`src/rtl/mio_bus_arbiter_if.sv`:
```
// Bus bundle between the two requesters (CPU memory port, debug/loader port),
// the shared single-port data RAM and the arbiter that sits in the middle.
interface mio_bus_arbiter_if #(
  parameter int ADDR_W = 32,
  parameter int DATA_W = 32
);
  logic              cpu_req;
  logic              cpu_we;
  logic [ADDR_W-1:0] cpu_addr;
  logic [DATA_W-1:0] cpu_wdata;
  logic [DATA_W-1:0] cpu_rdata;
  logic              cpu_ready;

  logic              dbg_req;
  logic              dbg_we;
  logic [ADDR_W-1:0] dbg_addr;
  logic [DATA_W-1:0] dbg_wdata;
  logic [DATA_W-1:0] dbg_rdata;
  logic              dbg_ready;

  logic              mem_en;
  logic              mem_we;
  logic [ADDR_W-1:0] mem_addr;
  logic [DATA_W-1:0] mem_wdata;
  logic [DATA_W-1:0] mem_rdata;

  logic              owner_dbg;

  // The arbiter is the slave of both requesters and drives the RAM side.
  modport slave (
    input  cpu_req, cpu_we, cpu_addr, cpu_wdata,
    output cpu_rdata, cpu_ready,
    input  dbg_req, dbg_we, dbg_addr, dbg_wdata,
    output dbg_rdata, dbg_ready,
    output mem_en, mem_we, mem_addr, mem_wdata,
    input  mem_rdata,
    output owner_dbg
  );

  modport master (
    output cpu_req, cpu_we, cpu_addr, cpu_wdata,
    input  cpu_rdata, cpu_ready,
    output dbg_req, dbg_we, dbg_addr, dbg_wdata,
    input  dbg_rdata, dbg_ready,
    input  mem_en, mem_we, mem_addr, mem_wdata,
    output mem_rdata,
    input  owner_dbg
  );
endinterface

```
`src/rtl/mio_bus_arbiter.sv`:
```
// Round-robin arbiter sharing one single-port data RAM between the CPU memory
// port and the debug/loader port; each access holds mem_en for WAIT_CYCLES.
module mio_bus_arbiter #(
  parameter int WAIT_CYCLES = 2,
  parameter int ADDR_W      = 32,
  parameter int DATA_W      = 32
) (
  input logic              clk,
  input logic              rst,
  mio_bus_arbiter_if.slave bus
);

  typedef enum logic [1:0] {IDLE, ACCESS, DONE} state_t;

  localparam logic [3:0] CNT_LOAD = 4'(WAIT_CYCLES - 1);

  state_t            state_q, state_d;
  logic [3:0]        cnt_q, cnt_d;
  logic              winner_q, winner_d;
  logic              last_winner_q, last_winner_d;
  logic              we_q, we_d;
  logic              mem_en_q, mem_en_d;
  logic              mem_we_q, mem_we_d;
  logic [ADDR_W-1:0] mem_addr_q, mem_addr_d;
  logic [DATA_W-1:0] mem_wdata_q, mem_wdata_d;
  logic [DATA_W-1:0] cpu_rdata_q, cpu_rdata_d;
  logic [DATA_W-1:0] dbg_rdata_q, dbg_rdata_d;
  logic              cpu_ready_q, cpu_ready_d;
  logic              dbg_ready_q, dbg_ready_d;
  logic              owner_dbg_q, owner_dbg_d;
  logic              grant_dbg;

  // winner encoding: 1 = debug port; on a tie the previous loser wins
  assign grant_dbg = (bus.cpu_req && bus.dbg_req) ? ~last_winner_q : bus.dbg_req;

  always_comb begin
    state_d       = state_q;
    cnt_d         = cnt_q;
    winner_d      = winner_q;
    last_winner_d = last_winner_q;
    we_d          = we_q;
    mem_en_d      = mem_en_q;
    mem_we_d      = mem_we_q;
    mem_addr_d    = mem_addr_q;
    mem_wdata_d   = mem_wdata_q;
    cpu_rdata_d   = cpu_rdata_q;
    dbg_rdata_d   = dbg_rdata_q;
    cpu_ready_d   = 1'b0;
    dbg_ready_d   = 1'b0;
    owner_dbg_d   = owner_dbg_q;

    unique case (state_q)
      IDLE: begin
        owner_dbg_d = 1'b0;
        if (bus.cpu_req || bus.dbg_req) begin
          state_d     = ACCESS;
          cnt_d       = CNT_LOAD;
          winner_d    = grant_dbg;
          we_d        = grant_dbg ? bus.dbg_we    : bus.cpu_we;
          mem_en_d    = 1'b1;
          mem_we_d    = grant_dbg ? bus.dbg_we    : bus.cpu_we;
          mem_addr_d  = grant_dbg ? bus.dbg_addr  : bus.cpu_addr;
          mem_wdata_d = grant_dbg ? bus.dbg_wdata : bus.cpu_wdata;
          owner_dbg_d = grant_dbg;
        end
      end
      ACCESS: begin
        if (cnt_q == 4'd0) begin
          state_d     = DONE;
          mem_en_d    = 1'b0;
          mem_we_d    = 1'b0;
          cpu_ready_d = ~winner_q;
          dbg_ready_d = winner_q;
          // read data is captured on the edge that closes the access
          if (!we_q) begin
            if (winner_q) dbg_rdata_d = bus.mem_rdata;
            else          cpu_rdata_d = bus.mem_rdata;
          end
        end else begin
          cnt_d = cnt_q - 4'd1;
        end
      end
      DONE: begin
        state_d       = IDLE;
        last_winner_d = winner_q;
        owner_dbg_d   = 1'b0;
      end
      default: state_d = IDLE;
    endcase
  end

  always_ff @(posedge clk or posedge rst) begin
    if (rst) begin
      state_q       <= IDLE;
      cnt_q         <= 4'd0;
      winner_q      <= 1'b0;
      last_winner_q <= 1'b1;
      we_q          <= 1'b0;
      mem_en_q      <= 1'b0;
      mem_we_q      <= 1'b0;
      mem_addr_q    <= '0;
      mem_wdata_q   <= '0;
      cpu_rdata_q   <= '0;
      dbg_rdata_q   <= '0;
      cpu_ready_q   <= 1'b0;
      dbg_ready_q   <= 1'b0;
      owner_dbg_q   <= 1'b0;
    end else begin
      state_q       <= state_d;
      cnt_q         <= cnt_d;
      winner_q      <= winner_d;
      last_winner_q <= last_winner_d;
      we_q          <= we_d;
      mem_en_q      <= mem_en_d;
      mem_we_q      <= mem_we_d;
      mem_addr_q    <= mem_addr_d;
      mem_wdata_q   <= mem_wdata_d;
      cpu_rdata_q   <= cpu_rdata_d;
      dbg_rdata_q   <= dbg_rdata_d;
      cpu_ready_q   <= cpu_ready_d;
      dbg_ready_q   <= dbg_ready_d;
      owner_dbg_q   <= owner_dbg_d;
    end
  end

  assign bus.mem_en    = mem_en_q;
  assign bus.mem_we    = mem_we_q;
  assign bus.mem_addr  = mem_addr_q;
  assign bus.mem_wdata = mem_wdata_q;
  assign bus.cpu_rdata = cpu_rdata_q;
  assign bus.dbg_rdata = dbg_rdata_q;
  assign bus.cpu_ready = cpu_ready_q;
  assign bus.dbg_ready = dbg_ready_q;
  assign bus.owner_dbg = owner_dbg_q;

endmodule
```
`src/flat_wrapper.sv`:
```
// flat-port wrapper written by rule: the top's interface ports become plain ports
module mio_bus_arbiter_flat 
#(
  parameter int WAIT_CYCLES = 2,
  parameter int ADDR_W      = 32,
  parameter int DATA_W      = 32
)
  (clk, rst, bus_cpu_req, bus_cpu_we, bus_cpu_addr, bus_cpu_wdata, bus_cpu_rdata, bus_cpu_ready, bus_dbg_req, bus_dbg_we, bus_dbg_addr, bus_dbg_wdata, bus_dbg_rdata, bus_dbg_ready, bus_mem_en, bus_mem_we, bus_mem_addr, bus_mem_wdata, bus_mem_rdata, bus_owner_dbg);
  mio_bus_arbiter_if #(.ADDR_W(ADDR_W), .DATA_W(DATA_W)) bus_i ();
  input logic clk;
  input logic rst;
  input wire logic [$bits(bus_i.cpu_req)-1:0] bus_cpu_req;
  input wire logic [$bits(bus_i.cpu_we)-1:0] bus_cpu_we;
  input wire logic [$bits(bus_i.cpu_addr)-1:0] bus_cpu_addr;
  input wire logic [$bits(bus_i.cpu_wdata)-1:0] bus_cpu_wdata;
  output wire logic [$bits(bus_i.cpu_rdata)-1:0] bus_cpu_rdata;
  output wire logic [$bits(bus_i.cpu_ready)-1:0] bus_cpu_ready;
  input wire logic [$bits(bus_i.dbg_req)-1:0] bus_dbg_req;
  input wire logic [$bits(bus_i.dbg_we)-1:0] bus_dbg_we;
  input wire logic [$bits(bus_i.dbg_addr)-1:0] bus_dbg_addr;
  input wire logic [$bits(bus_i.dbg_wdata)-1:0] bus_dbg_wdata;
  output wire logic [$bits(bus_i.dbg_rdata)-1:0] bus_dbg_rdata;
  output wire logic [$bits(bus_i.dbg_ready)-1:0] bus_dbg_ready;
  output wire logic [$bits(bus_i.mem_en)-1:0] bus_mem_en;
  output wire logic [$bits(bus_i.mem_we)-1:0] bus_mem_we;
  output wire logic [$bits(bus_i.mem_addr)-1:0] bus_mem_addr;
  output wire logic [$bits(bus_i.mem_wdata)-1:0] bus_mem_wdata;
  input wire logic [$bits(bus_i.mem_rdata)-1:0] bus_mem_rdata;
  output wire logic [$bits(bus_i.owner_dbg)-1:0] bus_owner_dbg;
  assign bus_i.cpu_req = bus_cpu_req;
  assign bus_i.cpu_we = bus_cpu_we;
  assign bus_i.cpu_addr = bus_cpu_addr;
  assign bus_i.cpu_wdata = bus_cpu_wdata;
  assign bus_cpu_rdata = bus_i.cpu_rdata;
  assign bus_cpu_ready = bus_i.cpu_ready;
  assign bus_i.dbg_req = bus_dbg_req;
  assign bus_i.dbg_we = bus_dbg_we;
  assign bus_i.dbg_addr = bus_dbg_addr;
  assign bus_i.dbg_wdata = bus_dbg_wdata;
  assign bus_dbg_rdata = bus_i.dbg_rdata;
  assign bus_dbg_ready = bus_i.dbg_ready;
  assign bus_mem_en = bus_i.mem_en;
  assign bus_mem_we = bus_i.mem_we;
  assign bus_mem_addr = bus_i.mem_addr;
  assign bus_mem_wdata = bus_i.mem_wdata;
  assign bus_i.mem_rdata = bus_mem_rdata;
  assign bus_owner_dbg = bus_i.owner_dbg;
  mio_bus_arbiter #(.WAIT_CYCLES(WAIT_CYCLES), .ADDR_W(ADDR_W), .DATA_W(DATA_W)) u_core (.clk(clk), .rst(rst), .bus(bus_i));
endmodule
```
`config.mk`:
```
export PLATFORM = sky130hd
export DESIGN_NAME = mio_bus_arbiter_flat
export DESIGN_NICKNAME = d
export VERILOG_FILES = /design/src/rtl/mio_bus_arbiter_if.sv /design/src/rtl/mio_bus_arbiter.sv /design/src/flat_wrapper.sv
export SDC_FILE = /design/constraint.sdc
export NUM_CORES = 1
export LEC_CHECK = 0
export ABC_AREA = 1
export ABC_CLOCK_PERIOD_IN_PS = 5400
export BUFFER_PORTS_ARGS = -buffer_cell sky130_fd_sc_hd__clkbuf_2
export CAP_MARGIN = 20
export CORE_MARGIN = 2
export CORE_UTILIZATION = 48
export CTS_BUF_LIST = sky130_fd_sc_hd__clkbuf_8
export DETAILED_ROUTE_END_ITERATION = 8
export GPL_TIMING_DRIVEN = 0
export PLACE_DENSITY = 0.82
export SYNTH_ARGS = -nofsm -noshare
export SYNTH_HDL_FRONTEND = slang
export SYNTH_SLANG_ARGS = --single-unit
export TNS_END_PERCENT = 10
```
`constraint.sdc`:
```
create_clock -name clk -period 5.4 [get_ports clk]
set_input_delay 0.81 -clock clk [delete_from_list [all_inputs] [get_ports clk]]
set_output_delay 0.81 -clock clk [all_outputs]
set_load 0.02 [all_outputs]
```
* After elaboration in Yosys (flattened, before gate mapping) *
Index checks and enable logic that the tools add are counted.

storage, ports and cells
  bits in registers = 142
  input bits = 166
  output and inout port bits = 133
  logic and storage cells = 56

operators by class
  add/subtract/negate cells = 1
  eq/ne operators = 5
  mux-type cells = 21
  bitwise logic cells = 3
  reduce and logical (&&, ||, !) cells = 12

operators by type and width
  operator             count
  $mux 32              2
  $mux 1               10
  $mux 4               2
  $pmux 4 s2           1
  $reduce_and 4->1     2
  $pmux 1 s2           3
  $reduce_and 3->1     2
  $logic_not 4->1      1
  $mux 2               2
  $ne 2x1->1 const B   2
  $pmux 2 s2           1
  $reduce_and 2->1     2
  $reduce_bool 2->1    2
  $sub 4x1->4 const B  1
  $not 1->1            3
  $eq 2x1->1 const B   1
  $eq 2x2->1 const B   1
  $logic_not 2->1      1
  $ne 2x2->1 const B   1
  $logic_and 1x1->1    1
  $logic_or 1x1->1     1

* Depth between registers and ports, before layout *
Gate-level depths: netlist (run 1).

  depth in word-level cells = 5
  mapped depth = 9

* Worst setup path before layout (run 1) *
Ideal clock, no wire load.

  path type = input port to flip-flop
  start = input port bus_dbg_req
  end = register u_core.mem_addr_q[10] (netlist: u_core.bus.mem_addr[10])
  library setup time = 0.116 ns
  data arrival time = 1.499 ns
  setup slack = 3.785 ns
  cell stages on the path = 6
  path buffers = 2
  cell sequence = o21ai_2 inv_2 buf_4 buf_4 nand2_1 nand2_1

between the ends
  longest elaborated chain between the ends = 3
  elaborated cells on any way between the ends = 5
  classes of those cells = 2 x mux; 3 x reduce/logical

RTL lines
  what                  RTL line                text
  start, declared       flat_wrapper.sv:18      input wire logic [$bits(bus_i.dbg_req)-1:0] bus_dbg_req;
  $logic_and 1x1->1     mio_bus_arbiter.sv:34   assign grant_dbg = (bus.cpu_req && bus.dbg_req) ? ~last_winner_q : bus.dbg_req;
  $mux 1                mio_bus_arbiter.sv:34
  $mux 32               mio_bus_arbiter.sv:62   mem_addr_d = grant_dbg ? bus.dbg_addr : bus.cpu_addr;
  end signal, assigned  mio_bus_arbiter.sv:116  mem_addr_q <= mem_addr_d;
  end, declared         mio_bus_arbiter.sv:24   logic [ADDR_W-1:0] mem_addr_q, mem_addr_d;

Several ways; a longest one is shown, not always the timed one.
A chain may end at the register's enable or synchronous reset.

* Final worst setup path (run 1) *
  start = register u_core.mem_wdata_q[14] (netlist: u_core.bus.mem_wdata[14])
  end = output port bus_mem_wdata[14]

RTL lines
  what                    RTL line                text
  start, declared         mio_bus_arbiter.sv:25   logic [DATA_W-1:0] mem_wdata_q, mem_wdata_d;
  start signal, assigned  mio_bus_arbiter.sv:117  mem_wdata_q <= mem_wdata_d;
  end, declared           flat_wrapper.sv:27      output wire logic [$bits(bus_i.mem_wdata)-1:0] bus_mem_wdata;

No word-level cell between the ends.

==> results.sh, run 1 <==
export IMPL_status="complete, no violations"
export IMPL_hold_violations=0
export IMPL_insertion_delay_ns=0.45
export IMPL_p_per_area_mw_per_mm2=628
export IMPL_cp_buffers_inverters=1
export IMPL_wl_met2_um=8820
export IMPL_dp_cells=1292
export IMPL_slowest_delay_ns=0.40
export IMPL_relSlewSlack_pct=64.4
export IMPL_power_leakage_nw=5.18
export IMPL_synth_warnings=0
export IMPL_diodes=0
export IMPL_io_pins=299
export IMPL_cts_sinks=142
export IMPL_grt_pass1_vias=5906
export IMPL_cts_repair_resized=0
export IMPL_rows=41
export IMPL_firstDrtPassIters=6
export IMPL_final_common_cell="nand2_1"
export IMPL_grt_overflow=0
export IMPL_fill_cells=1142
export IMPL_gp_congestion=0.837
export IMPL_routed_wl_um=17800
export IMPL_crit_path_start="u_core.bus.mem_wdata[14]$_DFFE_PP0P_"
export IMPL_peakVddDrop_v=0.000239
export IMPL_cpLargestDelayFamily="flip-flops"
export IMPL_ys_ff_latch=142
export IMPL_cp_slowest_cell="dfrtp_1"
export IMPL_post_route_period_util_pct=34.2
export IMPL_drc=0
export IMPL_ys_flop_type="dfrtp_1"
export IMPL_fin_cells=1324
export IMPL_dp_hpwl_um=13600
export IMPL_hold_path_class="in2async"
export IMPL_multi_input_area_mm2=0.00246
export IMPL_dpl_instance_area_mm2=0.00804
export IMPL_layout_drive_gt1_share_pct=32.6
export IMPL_rsz0062_at_grt="no"
export IMPL_slew_violations=0
export IMPL_ys_types=24
export IMPL_netlist_area_mm2=0.00630
export IMPL_avgSynthCellArea_um2=7.68
export IMPL_fp_dieArea_mm2=0.0141
export IMPL_ant_nets=0
export IMPL_antenna_found_initial=0
export IMPL_die_w_um=119
export IMPL_cts_setup_buffers=0
export IMPL_fin_skew_ns=0.00926
export IMPL_area_growth_pct=34.9
export IMPL_dieHeight_um=119
export IMPL_ff_latch_area_mm2=0.00355
export IMPL_routed_via_count=6242
export IMPL_critPathArrivalTime_ns=1.04
export IMPL_met1Wirelength_um=7160
export IMPL_ys_seq_area_share_pct=56.4
export IMPL_final_setup_viol_count=0
export IMPL_wl_met3_um=1320
export IMPL_cts_inserted_buffers=17
export IMPL_grt_start_max_net_pins=84
export IMPL_p_total_w=0.00534
export IMPL_ys_async_sr_fraction_pct=100
export IMPL_wl_per_cell_um=13.4
export IMPL_worst_pin_slew_ns=0.534
export IMPL_drtIter0Drc=341
export IMPL_coreArea_mm2=0.0127
export IMPL_postSynthCellCount=821
export IMPL_htreeDepth=4
export IMPL_ctsHoldBuffers=0
export IMPL_final_cell_area_mm2=0.00850
export IMPL_grt_usage_pct=26.2
export IMPL_cts_root_buf="clkbuf_8"
export IMPL_worstReg2RegStart="u_core.cnt_q[0]$_DFFE_PP0P_"
export IMPL_grt_pass1_wl_um=29000
export IMPL_syn_nets=988
export IMPL_cts_buffer_depth=2
export IMPL_critPathMaxFanout=2
export IMPL_cp_required_ns=4.59
export IMPL_fin_crit_ns=1.85
export IMPL_viasPerCell=4.71
export IMPL_clk_pin_slew_ns=0.08
export IMPL_cp_start_kind="flop"
export IMPL_final_cell_mix="558 x nand2_1, 298 x clkbuf_2, 141 x dfrtp_1"
export IMPL_nNetsFinal=1306
export IMPL_fmax_mhz=541
export IMPL_worstPathCellList="clkbuf_2"
export IMPL_initial_core_util_pct=49.5
export IMPL_setup_ws_ns=3.55
export IMPL_cap_violations=0
export IMPL_synth_edf_count=0
export IMPL_port_buffers=298
export IMPL_end_kind="primary output"
export IMPL_cts_tree="yes"
export IMPL_place_ws_ns=3.39
export IMPL_route_top_layer_used="met4"
export IMPL_worstSetupPathType="reg2out"
==> worst paths after layout <==
check / end / slack [ns] / cells past startpoint
worst max-delay path: bus_mem_wdata[14] / 3.55 / 1
worst min-delay path: u_core.bus.dbg_rdata[0]$_DFFE_PP0P_ / 0.41 / 2
worst max register to register: u_core.bus.dbg_rdata[12]$_DFFE_PP0P_ / 3.70 / 8
worst min register to register: u_core.bus.cpu_rdata[6]$_DFFE_PP0P_ / 0.47 / 2
max in group asynchronous: u_core.bus.mem_addr[4]$_DFFE_PP0P_ / 4.20 / 3
min in group clk: u_core.bus.cpu_rdata[6]$_DFFE_PP0P_ / 0.47 / 2
==> cells in the mapped netlist (2+ instances only) <==
cell type / n / area [um2]
nand2_1: 558 / 2090
buf_1: 2 / 7.51
inv_2: 4 / 15.0
buf_2: 24 / 120
nand3_1: 36 / 180
nor2_1: 10 / 37.5
o21ai_1: 5 / 25.0
buf_6: 5 / 56.3
inv_1: 8 / 30.0
o21ai_0: 2 / 10.0
buf_4: 3 / 22.5
clkbuf_1: 9 / 33.8
nand2_2: 3 / 18.8
nand3_2: 2 / 20.0
dfrtp_1: 141 / 3530
==> power breakdown <==
part | switching (W) | internal [W]
sequential | 0.000297 | 0.00159
combinational | 0.00170 | 0.000791
clock | 0.000398 | 0.000563
total | 0.00240 | 0.00294
==> through the flow <==
stage / TNS, ns / hold slack, ns / util (%)
floorplan: 0 / 0.471 / -
detailed placement: 0 / 0.459 / 63.2
finish: 0 / 0.408 / 66.8
global route: 0 / 0.432 / 66.8
CTS: 0 / 0.404 / 66.8
global placement: -107.43 / 0.454 / 63.0
==> sequential cells by signal, indices dropped and copies added (netlist names), 2 cells and up <==
| signal | flops |
|---|---|
| u_core.state_q | 2 |
| u_core.bus.dbg_rdata | 32 |
| u_core.bus.mem_addr | 32 |
| u_core.cnt_q | 4 |
| u_core.bus.cpu_rdata | 32 |
| u_core.bus.mem_wdata | 32 |
==> metal layers <==
layer,global-route usage (%),vias to the layer above
met5,0,-
met4,10.3,0
met3,6.95,35
met2,44.4,255
met1,31.7,2828
li1,-,3124
==> cells by family (layout without fill, tap and decap cells) <==
logic type,Yosys count,after routing,share of synthesized area [%]
AND/OR/NAND/NOR,613,613,37.9
adder cells (fa/ha/maj),1,1,0.198
buffers and inverters,55,386,4.53
XOR/XNOR,1,1,0.139
AO/OA/AOI/OAI,9,9,0.814
flip-flops,142,142,56.4
==> final cells by class <==
cell class,count,share of cell area [%]
clock inverter,10,1.87
clock buffer,22,3.56
tap,172,2.53
multi-input combinational,624,29.0
inverter,12,0.588
sequential,142,41.8
buffer,43,2.82
timing repair buffer,299,17.9
Note: power is estimated with default switching activity, not from simulation.
==> run 2: changes to the inputs <==
- ABC_CLOCK_PERIOD_IN_PS: 5400 -> 1900
- clock period: 5.4 -> 1.9 ns (I/O delays scaled with it)
==> results.sh, run 2 (synthesis gave the netlist of run 1 again) <==
export IMPL_status="complete, no violations"
export IMPL_dieHeight_um=119
export IMPL_worst_r2r_setup_slack_ns=0.20
export IMPL_routed_via_count=6288
export IMPL_htreeDepth=4
export IMPL_crit_top_cell="nand2_1"
export IMPL_drc=0
export IMPL_switching_share_pct=46.0
export IMPL_area_growth_pct=34.4
export IMPL_cts_setup_buffers=0
export IMPL_rr_worst_depth=8
export IMPL_hold_violations=0
export IMPL_gp_congestion=0.859
export IMPL_p_int_w=0.00802
export IMPL_worstHoldEndpoint="u_core.bus.dbg_rdata[21]$_DFFE_PP0P_"
export IMPL_grt_pass1_wl_um=28600
export IMPL_fp_dieArea_mm2=0.0141
export IMPL_hold_slack_ns=0.0522
export IMPL_grt_usage_pct=26.0
export IMPL_cp_slowest_cell="dfrtp_1"
export IMPL_r2r_end="u_core.bus.cpu_rdata[18]$_DFFE_PP0P_"
export IMPL_relSlewSlack_pct=60.4
export IMPL_cts_sinks=142
export IMPL_utilization_pct=66.6
export IMPL_diodes=0
export IMPL_slew_violations=0
export IMPL_worst_pin_slew_ns=0.592
export IMPL_dp_cells=1294
export IMPL_antenna_found_initial=0
export IMPL_fmax_mhz=589
export IMPL_fin_crit_ns=1.70
export IMPL_final_setup_viol_count=0
export IMPL_power_leakage_nw=5.16
export IMPL_critPathMaxFanout=10
export IMPL_post_route_period_util_pct=89.4
export IMPL_hold_start="bus_mem_rdata[21]"
export IMPL_fin_skew_ns=0.0103
export IMPL_die_w_um=119
export IMPL_cp_required_ns=2.23
export IMPL_rows=41
export IMPL_grt_pass1_vias=5801
export IMPL_rsz0062_at_grt="no"
export IMPL_power_switching_w=0.00684
export IMPL_ant_nets=0
export IMPL_cp_start_kind="flop"
export IMPL_worstSetupPathType="reg2reg"
export IMPL_hold_path_class="in2reg"
export IMPL_critPathArrivalTime_ns=2.03
export IMPL_worstPathCellList="inv_1 > ha_1 > nand2_2 > nor2_4 > nand3_2 > buf_2 > nand2_1 > nand2_1"
export IMPL_insertion_delay_ns=0.45
export IMPL_nNetsFinal=1309
export IMPL_fin_cells=1325
export IMPL_routed_wl_um=17900
export IMPL_peakVddDrop_v=0.000761
export IMPL_final_cell_mix="558 x nand2_1, 298 x clkbuf_2, 141 x dfrtp_1"
export IMPL_coreArea_mm2=0.0127
export IMPL_grt_overflow=0
export IMPL_comb_power_share_pct=48.0
export IMPL_cts_tree="yes"
export IMPL_p_total_w=0.0149
export IMPL_cts_repair_resized=0
export IMPL_min_delay_path_depth=3
export IMPL_final_common_cell="nand2_1"
export IMPL_cap_violations=0
export IMPL_dp_hpwl_um=14000
export IMPL_p_seq_share_pct=36.1
export IMPL_layout_drive_gt1_share_pct=32.7
export IMPL_wl_per_cell_um=13.5
export IMPL_p_per_area_mw_per_mm2=1750
export IMPL_clockPowerShare_pct=15.9
export IMPL_initial_core_util_pct=49.5
export IMPL_drtIter0Drc=356
export IMPL_viasPerCell=4.75
export IMPL_cts_buffer_depth=2
export IMPL_fin_tns_setup_ns=0
export IMPL_end_kind="flop"
export IMPL_slowest_delay_ns=0.38
export IMPL_grt_start_max_net_pins=44
export IMPL_cts_root_buf="clkbuf_8"
export IMPL_port_buffers=298
export IMPL_worstReg2RegStart="u_core.cnt_q[0]$_DFFE_PP0P_"
export IMPL_io_pins=299
export IMPL_clk_pin_slew_ns=0.07
export IMPL_cts_inserted_buffers=17
export IMPL_firstDrtPassIters=4
run 2: timing repair:
action / in CTS / in global routing
endpoints found under the hold margin: 26 / 0
endpoints found under the setup margin: 0 / 0
hold buffers: 1 / 0
run 2: area by class of cell:
type	instances	area (um2)
buffer	43	240
clock buffer	20	275
clock inverter	10	115
fill	1143	4250
inverter	12	48.8
multi-input combinational	624	2460
sequential	142	3550
tap	172	215
timing repair buffer	302	1560
run 2: routing by layer:
metal / GRT usage (%) / vias to the layer above / wire, um
li1: - / 3129 / -
met1: 31.2 / 2861 / 7140
met2: 44.8 / 267 / 9000
met3: 7.24 / 31 / 1380
met4: 9.00 / 0 / 351
met5: 0 / - / 0
run 2: critical path, delay by kind of cell (launching register included):
family | cells | cell delay, ns
flops | 1 | 0.38
fa+ha+maj | 1 | 0.21
buf+inv | 2 | 0.34
simple gates | 5 | 0.66
run 2: power groups by stage:
stage / sequential (W) / combinational, W / clock (W)
global route: 0.00554 / 0.00787 / 0.00256
detailed placement: 0.00539 / 0.00720 / 0
floorplan: 0.00700 / 0.00290 / 0
finish: 0.00537 / 0.00713 / 0.00237
global placement: 0.00535 / 0.00701 / 0
CTS: 0.00536 / 0.00721 / 0.00241
run 2: worst max path at each step:
| stage | from | endpoint | slack, ns | cells past startpoint |
|---|---|---|---|---|
| after floorplan | rst | u_core.bus.cpu_rdata[0]$_DFFE_PP0P_ | -0.16 | 1 |
| after global placement | rst | u_core.bus.mem_wdata[8]$_DFFE_PP0P_ | -1.03 | 2 |
| after detailed placement | u_core.cnt_q[0]$_DFFE_PP0P_ | u_core.bus.cpu_rdata[18]$_DFFE_PP0P_ | 0.19 | 8 |
| after CTS | u_core.cnt_q[0]$_DFFE_PP0P_ | u_core.bus.cpu_rdata[18]$_DFFE_PP0P_ | 0.19 | 8 |
| after global routing | u_core.cnt_q[1]$_DFFE_PP0P_ | u_core.bus.cpu_rdata[18]$_DFFE_PP0P_ | 0.03 | 8 |
| final | u_core.cnt_q[0]$_DFFE_PP0P_ | u_core.bus.cpu_rdata[18]$_DFFE_PP0P_ | 0.20 | 8 |
run 2: metrics by stage:
stage          instance area (um2)  worst slack, ns
2_1_floorplan                 6310           -0.161
3_3_place_gp                  8010            -1.03
3_5_place_dp                  8070            0.194
4_1_cts                       8470            0.188
5_1_grt                       8470           0.0348
6_report                      8470            0.202
==> run 3: changes to the inputs <==
- BUFFER_PORTS_ARGS: -buffer_cell sky130_fd_sc_hd__clkbuf_2 -> not set
- CORE_AREA: not set -> 2 2 117 119
- CORE_MARGIN: 2 -> not set
- CORE_UTILIZATION: 48 -> not set
- DIE_AREA: not set -> 0 0 119 121
- DONT_BUFFER_PORTS: not set -> 1
- PLACE_DENSITY: 0.82 -> not set
- PLACE_DENSITY_LB_ADDON: not set -> 0.05
==> results.sh, run 3 (synthesis gave the netlist of run 1 again) <==
export IMPL_dp_cells=1000
export IMPL_io_pins=299
export IMPL_grt_pass1_wl_um=26900
export IMPL_end_kind="flop"
export IMPL_final_cell_mix="558 x nand2_1, 141 x dfrtp_1, 36 x nand3_1"
export IMPL_cp_required_ns=2.28
export IMPL_die_w_um=119
export IMPL_wl_met2_um=8530
export IMPL_route_top_layer_used="met4"
export IMPL_cp_buffers_inverters=3
export IMPL_dpl_instance_area_mm2=0.00659
export IMPL_port_buffers=0
export IMPL_cp_start_kind="flop"
export IMPL_hold_path_class="in2reg"
export IMPL_worstReg2RegStart="u_core.cnt_q[0]$_DFFE_PP0P_"
export IMPL_drc=0
export IMPL_multi_input_area_mm2=0.00246
export IMPL_post_route_period_util_pct=87.9
export IMPL_cts_repair_resized=0
export IMPL_fmax_mhz=599
export IMPL_fin_tns_setup_ns=0
export IMPL_final_setup_viol_count=0
export IMPL_drtIter0Drc=267
export IMPL_wl_met3_um=1490
export IMPL_rsz0062_at_grt="no"
export IMPL_area_growth_pct=16.3
export IMPL_hold_start="bus_dbg_wdata[23]"
export IMPL_final_common_cell="nand2_1"
export IMPL_cap_violations=0
export IMPL_cpLargestDelayFamily="simple AND/OR/NAND/NOR gates"
export IMPL_fin_cells=1067
export IMPL_cts_tree="yes"
export IMPL_worstPathCellList="inv_1 > ha_1 > nand2_2 > nor2_4 > buf_4 > buf_2 > nand3_1 > nand2_1"
export IMPL_worstHoldEndpoint="u_core.bus.mem_wdata[23]$_DFFE_PP0P_"
export IMPL_met1Wirelength_um=6640
export IMPL_initial_core_util_pct=48.2
export IMPL_final_cell_area_mm2=0.00733
export IMPL_cts_root_buf="clkbuf_8"
export IMPL_cp_slowest_cell="dfrtp_1"
export IMPL_cts_buffer_depth=2
export IMPL_grt_start_max_net_pins=45
export IMPL_p_per_area_mw_per_mm2=1850
export IMPL_critPathArrivalTime_ns=2.05
export IMPL_routed_via_count=5342
export IMPL_htreeDepth=4
export IMPL_utilization_pct=56.0
export IMPL_ant_nets=0
export IMPL_r2r_end="u_core.bus.cpu_rdata[17]$_DFFE_PP0P_"
export IMPL_worst_r2r_setup_slack_ns=0.23
export IMPL_gp_congestion=0.806
export IMPL_nNetsFinal=1045
export IMPL_dieHeight_um=121
export IMPL_wl_per_cell_um=16.0
export IMPL_coreArea_mm2=0.0131
export IMPL_antenna_found_initial=0
export IMPL_relSlewSlack_pct=55.0
export IMPL_grt_usage_pct=24.1
export IMPL_dp_hpwl_um=12900
export IMPL_power_leakage_nw=4.06
export IMPL_clk_pin_slew_ns=0.08
export IMPL_min_delay_path_depth=4
export IMPL_rr_worst_depth=8
export IMPL_diodes=0
export IMPL_hold_violations=0
export IMPL_worst_pin_slew_ns=0.674
export IMPL_routed_wl_um=17000
export IMPL_insertion_delay_ns=0.44
export IMPL_cts_inserted_buffers=17
export IMPL_ff_latch_area_mm2=0.00355
export IMPL_cts_sinks=142
export IMPL_status="complete, no violations"
export IMPL_rows=42
export IMPL_fp_dieArea_mm2=0.0144
export IMPL_slowest_delay_ns=0.38
export IMPL_worstSetupPathType="reg2reg"
export IMPL_fin_skew_ns=0.0111
export IMPL_peakVddDrop_v=0.000578
export IMPL_viasPerCell=5.01
export IMPL_critPathMaxFanout=10
export IMPL_slew_violations=0
export IMPL_grt_pass1_vias=5293
export IMPL_firstDrtPassIters=4
export IMPL_fill_cells=1235
export IMPL_layout_drive_gt1_share_pct=9.32
export IMPL_grt_overflow=0
export IMPL_fin_crit_ns=1.67
-- run 3: cell count changes in the layout (fill, tap and decap cells not counted), sizes merged --
| cell | before | now |
|---|---|---|
| clkinv | 5 | 6 |
| buf | 37 | 39 |
| clkbuf | 327 | 28 |
| inv | 11 | 13 |
| dlygate4sd3 | 1 | 33 |
-- run 3: per-layer routing --
metal	global-route usage [%]	vias to the layer above
met1	27.7	2475
met4	9.23	0
li1	-	2606
met5	0	-
met2	41.5	232
met3	8.32	29
-- run 3: power breakdown --
group,internal [W],switching [W]
Clock,0.00124,0.00117
Combinational,0.00132,0.00241
Sequential,0.00450,0.00292
-- run 3: what timing repair did --
action	in CTS	in global routing
endpoints found under the setup margin	0	3
buffers inserted	0	2
hold buffers	33	0
hold endpoints to repair	91	0
-- run 3: stage by stage --
step / setup WS [ns] / hold slack, ns / power [W]
after global placement: -0.901 / 0.398 / 0.0110
after detailed placement: 0.166 / 0.283 / 0.0112
after floorplan: -0.161 / 0.395 / 0.00990
final: 0.230 / 0.0332 / 0.0136
after CTS: 0.165 / 0.0119 / 0.0137
after global routing: 0.0576 / 0.0242 / 0.0146
-- run 3: cell type report --
cell class,instances,share of cell area (%)
Clock buffer,19,3.57
Multi-Input combinational cell,624,33.6
Tap cell,176,3.00
Timing Repair Buffer,38,5.53
Sequential cell,142,48.5
Clock inverter,13,1.88
Inverter,12,0.666
Buffer,43,3.28
-- run 3: worst max-delay path by stage --
stage,start,to,slack (ns),cells after the start
6_report,u_core.cnt_q[0]$_DFFE_PP0P_,u_core.bus.cpu_rdata[17]$_DFFE_PP0P_,0.23,8
4_1_cts,u_core.cnt_q[0]$_DFFE_PP0P_,u_core.bus.dbg_rdata[1]$_DFFE_PP0P_,0.17,8
3_5_place_dp,u_core.cnt_q[0]$_DFFE_PP0P_,u_core.bus.dbg_rdata[1]$_DFFE_PP0P_,0.17,8
3_3_place_gp,rst,u_core.bus.cpu_rdata[0]$_DFFE_PP0P_,-0.90,1
5_1_grt,u_core.cnt_q[0]$_DFFE_PP0P_,u_core.bus.cpu_rdata[22]$_DFFE_PP0P_,0.06,8
2_1_floorplan,rst,u_core.bus.cpu_rdata[0]$_DFFE_PP0P_,-0.16,1
-- run 3: worst reg2reg max path, cell delays in order (launching register included) --
cell,delay [ns]
dfrtp_1,0.38
inv_1,0.11
ha_1,0.21
nand2_2,0.13
nor2_4,0.21
buf_4,0.16
buf_2,0.22
nand3_1,0.12
nand2_1,0.09
